==> config.mk <==
export PLATFORM = sky130hd
export DESIGN_NAME = ct_spsram_256x52_acc_ctrl
export DESIGN_NICKNAME = d
export VERILOG_FILES = /design/src/rtl/ct_spsram_acc_pkg.sv /design/src/rtl/ct_spsram_256x52_init_seq.sv /design/src/rtl/ct_spsram_256x52_acc_ctrl.sv
export SDC_FILE = /design/constraint.sdc
export NUM_CORES = 1
export LEC_CHECK = 0
export CAP_MARGIN = 30
export CORE_MARGIN = 10
export CORE_UTILIZATION = 30
export DETAILED_ROUTE_END_ITERATION = 12
export PLACE_DENSITY_LB_ADDON = 0.08
export SLEW_MARGIN = 30
export SYNTH_ARGS = -nofsm -noshare
export SYNTH_HDL_FRONTEND = slang
export SYNTH_SLANG_ARGS = --single-unit
==> constraint.sdc <==
create_clock -name forever_cpuclk -period 9.05 [get_ports forever_cpuclk]
set_clock_uncertainty 0.15 [all_clocks]
set_input_delay 2.715 -clock forever_cpuclk [delete_from_list [all_inputs] [get_ports forever_cpuclk]]
set_output_delay 2.715 -clock forever_cpuclk [all_outputs]
set_load 0.01 [all_outputs]
==> src/rtl/ct_spsram_acc_pkg.sv <==
// Shared constants, FSM state type and write-enable helper for the
// 256x52 single-port SRAM access controller.
// Optional feature macro used by the controller: CT_SPSRAM_ACC_INIT_EN.
package ct_spsram_acc_pkg;

  localparam int unsigned IDX_W      = 8;
  localparam int unsigned DATA_W     = 52;
  localparam int unsigned HALF_W     = 26;
  localparam int unsigned STARVE_MAX = 3;
  localparam int unsigned STARVE_W   = 2;
  localparam int unsigned ROWS       = 256;

  typedef enum logic {
    INIT = 1'b0,
    RUN  = 1'b1
  } acc_state_e;

  // Active-low bit write enables from the two half enables.
  function automatic logic [DATA_W-1:0] wen_from_bmask(input logic [1:0] bmask);
    return {{HALF_W{~bmask[1]}}, {HALF_W{~bmask[0]}}};
  endfunction

endpackage

==> src/rtl/ct_spsram_256x52_init_seq.sv <==
// Row counter and done flag for the power-up zero sweep.
// Macro: CT_SPSRAM_ACC_INIT_EN (defined: done after the last row is swept;
// undefined: done on the first cycle after reset release).
// Ports:
//   clk, rst_n    clock, synchronous active-low reset
//   sweep_en_i    sweep row row_o this cycle
//   row_o         row being swept
//   last_row_c_o  row_o is the final row (combinational)
//   done_o        array ready for traffic (registered)
module ct_spsram_256x52_init_seq
  import ct_spsram_acc_pkg::*;
(
  input  logic             clk,
  input  logic             rst_n,
  input  logic             sweep_en_i,
  output logic [IDX_W-1:0] row_o,
  output logic             last_row_c_o,
  output logic             done_o
);

  logic [IDX_W-1:0] row_q, row_d;
  logic             done_q, done_d;

  assign last_row_c_o = (row_q == IDX_W'(ROWS - 1));
  assign row_o        = row_q;
  assign done_o       = done_q;

  // Advance one row per sweep cycle; latch done once the sweep has finished.
  always_comb begin
    row_d  = row_q;
    done_d = done_q;
    if (sweep_en_i) begin
      row_d = row_q + IDX_W'(1);
    end
`ifdef CT_SPSRAM_ACC_INIT_EN
    if (sweep_en_i && last_row_c_o) begin
      done_d = 1'b1;
    end
`else
    done_d = 1'b1;
`endif
  end

  always_ff @(posedge clk) begin
    if (!rst_n) begin
      row_q  <= '0;
      done_q <= 1'b0;
    end else begin
      row_q  <= row_d;
      done_q <= done_d;
    end
  end

endmodule

==> src/rtl/ct_spsram_256x52_acc_ctrl.sv <==
// Access controller for an external 256x52 single-port SRAM: optional zero
// sweep after reset, read-priority arbitration with write starvation relief,
// and a two-cycle registered read response path.
// Macro: CT_SPSRAM_ACC_INIT_EN enables the INIT zero sweep after reset.
// Ports:
//   forever_cpuclk, cpurst_b             clock, synchronous active-low reset
//   wr_req_* / wr_req_rdy                write request channel (rdy combinational)
//   rd_req_* / rd_req_rdy                read request channel (rdy combinational)
//   rd_resp_vld, rd_resp_data            read response, no backpressure
//   init_done                            array ready for traffic
//   sram_a/cen/gwen/wen/d, sram_q        SRAM macro interface
module ct_spsram_256x52_acc_ctrl
  import ct_spsram_acc_pkg::*;
(
  input  logic              forever_cpuclk,
  input  logic              cpurst_b,
  input  logic              wr_req_vld,
  output logic              wr_req_rdy,
  input  logic [IDX_W-1:0]  wr_req_idx,
  input  logic [DATA_W-1:0] wr_req_data,
  input  logic [1:0]        wr_req_bmask,
  input  logic              rd_req_vld,
  output logic              rd_req_rdy,
  input  logic [IDX_W-1:0]  rd_req_idx,
  output logic              rd_resp_vld,
  output logic [DATA_W-1:0] rd_resp_data,
  output logic              init_done,
  output logic [IDX_W-1:0]  sram_a,
  output logic              sram_cen,
  output logic              sram_gwen,
  output logic [DATA_W-1:0] sram_wen,
  output logic [DATA_W-1:0] sram_d,
  input  logic [DATA_W-1:0] sram_q
);

`ifdef CT_SPSRAM_ACC_INIT_EN
  localparam acc_state_e RST_STATE = INIT;
`else
  localparam acc_state_e RST_STATE = RUN;
`endif

  acc_state_e          state_q, state_d;
  logic [STARVE_W-1:0] starve_q, starve_d;
  logic [IDX_W-1:0]    a_q;
  logic                rd_pend_q;
  logic                rd_resp_vld_q;
  logic [DATA_W-1:0]   rd_resp_data_q;

  logic [IDX_W-1:0]    init_row;
  logic                init_last_c;
  logic                init_done_w;
  logic                in_init;
  logic                grant_en;
  logic                wr_wins;
  logic                rd_gnt;
  logic                wr_gnt;

  ct_spsram_256x52_init_seq u_init_seq (
    .clk          (forever_cpuclk),
    .rst_n        (cpurst_b),
    .sweep_en_i   (in_init),
    .row_o        (init_row),
    .last_row_c_o (init_last_c),
    .done_o       (init_done_w)
  );

  // Next state, arbitration and SRAM drive; everything idles while in reset.
  always_comb begin
    state_d    = state_q;
    starve_d   = '0;
    in_init    = 1'b0;
    grant_en   = 1'b0;
    wr_wins    = 1'b0;
    rd_gnt     = 1'b0;
    wr_gnt     = 1'b0;
    sram_cen   = 1'b1;
    sram_gwen  = 1'b1;
    sram_wen   = '1;
    sram_a     = a_q;
    sram_d     = '0;
    if (!cpurst_b) begin
      sram_a = '0;
    end else begin
      case (state_q)
        INIT: begin
          in_init   = 1'b1;
          sram_cen  = 1'b0;
          sram_gwen = 1'b0;
          sram_wen  = '0;
          sram_a    = init_row;
          if (init_last_c) begin
            state_d = RUN;
          end
        end
        RUN: begin
          // No grants until done is visible, so the release cycle stays idle.
          grant_en = init_done_w;
          wr_wins  = wr_req_vld &&
                     (!rd_req_vld || (starve_q == STARVE_W'(STARVE_MAX)));
          rd_gnt   = grant_en && rd_req_vld && !wr_wins;
          wr_gnt   = grant_en && wr_wins;
          // Count only cycles where a pending write lost to a read.
          if (wr_req_vld && rd_gnt) begin
            starve_d = starve_q + STARVE_W'(1);
          end
          if (rd_gnt) begin
            sram_cen = 1'b0;
            sram_a   = rd_req_idx;
          end else if (wr_gnt) begin
            sram_cen  = 1'b0;
            sram_gwen = 1'b0;
            sram_a    = wr_req_idx;
            sram_d    = wr_req_data;
            sram_wen  = wen_from_bmask(wr_req_bmask);
          end
        end
        default: state_d = RST_STATE;
      endcase
    end
  end

  assign rd_req_rdy   = grant_en && !wr_wins;
  assign wr_req_rdy   = grant_en && wr_wins;
  assign rd_resp_vld  = rd_resp_vld_q;
  assign rd_resp_data = rd_resp_data_q;
  assign init_done    = init_done_w;

  // State, starvation count, held address and the read response pipeline.
  always_ff @(posedge forever_cpuclk) begin
    if (!cpurst_b) begin
      state_q        <= RST_STATE;
      starve_q       <= '0;
      a_q            <= '0;
      rd_pend_q      <= 1'b0;
      rd_resp_vld_q  <= 1'b0;
      rd_resp_data_q <= '0;
    end else begin
      state_q       <= state_d;
      starve_q      <= starve_d;
      a_q           <= sram_a;
      rd_pend_q     <= rd_gnt;
      rd_resp_vld_q <= rd_pend_q;
      if (rd_pend_q) begin
        rd_resp_data_q <= sram_q;
      end
    end
  end

endmodule

==> results.yml <==
status:
  status: "complete, no violations"
grt:
  grt_max_degree: 61
  grt_pass1_vias: 3472
  grt_overflow: 0
  grt_pass1_wl_mm: 20.8
  grtUsageTotal_pct: 15.9
  antenna_found_initial: 0
power:
  vdd_ir_drop_max_mv: 0.0997
  p_leak_nw: 2.47
  power_density_mw_per_mm2: 129
  total_power_mw: 0.852
route:
  routed_via_density: 4.53
  routedWlPerCell_um: 18.4
  antenna_left: 0
  vias: 3549
  routed_wl_mm: 14.4
  drc: 0
  drt_iter0_markers: 114
  first_pass_iters: 4
worst_setup_path:
  crit_start: "rd_req_vld"
  crit_fanout: 53
  r2r_cells: 4
  timing.rr.start: "starve_q[0]"
  start_kind: "input port"
  critPathCapture: "sram_d[46]"
  timing.critical_path.mode_cell: "clkdlybuf4s50_1"
  r2r_setup_slack_ns: 7.34
  timing.rr.end: "a_q[6]"
  slowest_delay_ns: 0.58
  path_class: "in -> out"
  cp.arrival_ns: 4.96
  required_ns: 6.19
  crit_path_end_kind: "output pin"
  crit_chain: "clkdlybuf4s50_1 > nand2b_1 > and3_1 > buf_4 > and2_1 > clkdlybuf4s50_1"
  cp_slowest_cell: "clkdlybuf4s50_1"
placed_design:
  io_buffers: 295
  placed_area_mm2: 0.00627
  detailed_place_hpwl_mm: 11.7
  gp_congestion: 0.772
  pre_cts_ws_ns: 1.23
sta:
  rsz0062_at_grt: "no"
  timing.hold.ws_ns: 0.281
  tightestPinTransition_ns: 0.903
  drv_slew: 0
  fmax_ghz: 0.128
  relSlewSlack_pct: 39.8
  period_share_pct: 86.5
  finalHoldViolations: 0
  setup_viol: 0
  min_period_ns: 7.83
  worst_slack_ns: 1.22
  finalSetupTns_ns: 0
logic_synthesis:
  yosysTopAreaCellShare_pct: 41.3
  synth_seq_area_share_pct: 41.3
  synth_warnings: 0
  yosys.area.top_type: "dfxtp_1"
  ys_ff_latch: 74
  synth-main-ff-cell: "dfxtp_1"
  synth_area_leaders: "dfxtp_1 41%, mux2i_1 15%, buf_4 10%"
  synth_cell_types: 33
  synth_edf_count: 0
  syn_avg_cell_area_um2: 8.99
  netlist_instances: 399
  syn_nets: 527
  synth-async-reset-ratio_pct: 0
  syn_area_mm2: 0.00359
clock_network:
  cts_hold_buf: 0
  h-tree-depth: 3
  clkTransAtPathRegs_ns: 0.06
  numCtsBuffers: 9
  clk_root_buffer_cell: "clkbuf_16"
  clock-sinks: 74
  cts_resized: 0
  post-cts-setup-buffer-count: 0
  clock_path_buffers: 2
  cts_tree: "done"
  insertion_delay_ns: 0.33
min_path:
  hold_class: "reg -> reg"
die:
  die_w_um: 129
  ios: 296
  start_util_pct: 31.0
  dieArea_mm2: 0.0167
  die_h_um: 129
  fp.coreArea_mm2: 0.0116
  rows: 39
final_layout:
  final_cell_area_mm2: 0.00658
  drive_above_1_share_pct: 3.60
  areaGrowthSynthToFinish_pct: 83.6
  fillers: 1017
  nets: 762
flow_run:
  drv_cap: 0
logic make-up (layout without fill, tap and decap cells):
| logic type | count (synthesis) | count (layout) | synth area share [%] |
|---|---|---|---|
| AOI/OAI and AO/OA | 55 | 55 | 9.11 |
| muxes | 53 | 53 | 14.8 |
| adders and majority gates | 2 | 2 | 0.698 |
| DFF | 74 | 74 | 41.3 |
| other | 0 | 1 | 0 |
| and+or+nand+nor | 134 | 134 | 19.5 |
| buffers and inverters | 78 | 318 | 13.9 |
| xor gates and xnor gates | 3 | 3 | 0.733 |
cell usage in the layout, fill, tap and decap left out, types with 2 or more instances in the layout:
cell type,n
clkdlybuf4s50_1,295
nand2b_1,2
and2_1,55
and3_1,4
dfxtp_1,73
o21ai_1,3
inv_1,2
o21ai_0,11
a21oi_1,21
a32oi_1,8
ha_1,2
xor2_1,3
nand3_1,2
buf_4,4
a31oi_1,8
mux2i_1,53
nand2_1,6
nor2_1,56
clkbuf_16,10
clkinvlp_4,2
or3_1,2
worst max-delay path: cells and delay by family:
kind | cells | cell delay (ns)
AND/OR/NAND/NOR | 3 | 0.86
buffers and inverters | 3 | 1.37
report_power, final:
group | switching, mW | internal (mW) | total [mW]
Combinational | 0.0463 | 0.0927 | 0.139
Clock | 0.136 | 0.231 | 0.367
Sequential | 0.00965 | 0.336 | 0.346
how the worst min path moves through the flow:
| stage | startpoint | endpoint | slack (ns) | cells past startpoint |
|---|---|---|---|---|
| 3_5_place_dp | starve_q[0] | starve_q[0] | 0.28 | 1 |
| 5_1_grt | starve_q[0] | starve_q[0] | 0.32 | 1 |
| 3_3_place_gp | starve_q[0] | starve_q[0] | 0.27 | 1 |
| 6_report | starve_q[0] | starve_q[0] | 0.28 | 1 |
| 4_1_cts | starve_q[0] | starve_q[0] | 0.29 | 1 |
| 2_1_floorplan | starve_q[0] | starve_q[0] | 0.26 | 1 |
sequential cells by signal (all words and copies together) (netlist names):
name               count
u_init_seq.row_o       8
starve_q               2
rd_resp_data          52
state_q                1
a_q                    8
u_init_seq.done_o      1
rd_resp_vld            1
rd_pend_q              1
routing by layer:
| metal | vias to the layer above | GRT usage, % | wire [um] |
|---|---|---|---|
| met2 | 170 | 28.0 | 7130 |
| li1 | 1763 | - | - |
| met5 | - | 0 | 0 |
| met1 | 1598 | 16.3 | 5440 |
| met3 | 18 | 7.26 | 1610 |
| met4 | 0 | 5.35 | 249 |
Yosys cell counts (3+ instances only):
library cell   n
buf_4         50
a32oi_1        8
o21ai_0       13
buf_2         10
and3_1         4
a31oi_1        8
mux2i_1       53
clkbuf_1      11
clkbuf_2       4
a21oi_1       21
nor2_1        56
and2_1        55
dfxtp_1       74
nand2_1        6
xor2_1         3
stage by stage:
step                      std cells  util (%)
final                           783      56.9
after global routing            782      56.9
after detailed placement        766      54.2
after global placement          766      54.2
after floorplan                 399         -
after CTS                       782      56.9
area by class of cell:
class / instances / area (um^2) / area share, %
clock buffer: 11 / 254 / 3.86
clock inverter: 5 / 58.8 / 0.893
sequential: 74 / 1490 / 22.6
multi-input combinational: 247 / 1610 / 24.4
tap: 143 / 179 / 2.72
timing repair buffer: 299 / 2980 / 45.3
antenna: 1 / 2.50 / 0.0380
inverter: 3 / 13.8 / 0.209
Note: power is estimated with default switching activity, not from simulation.
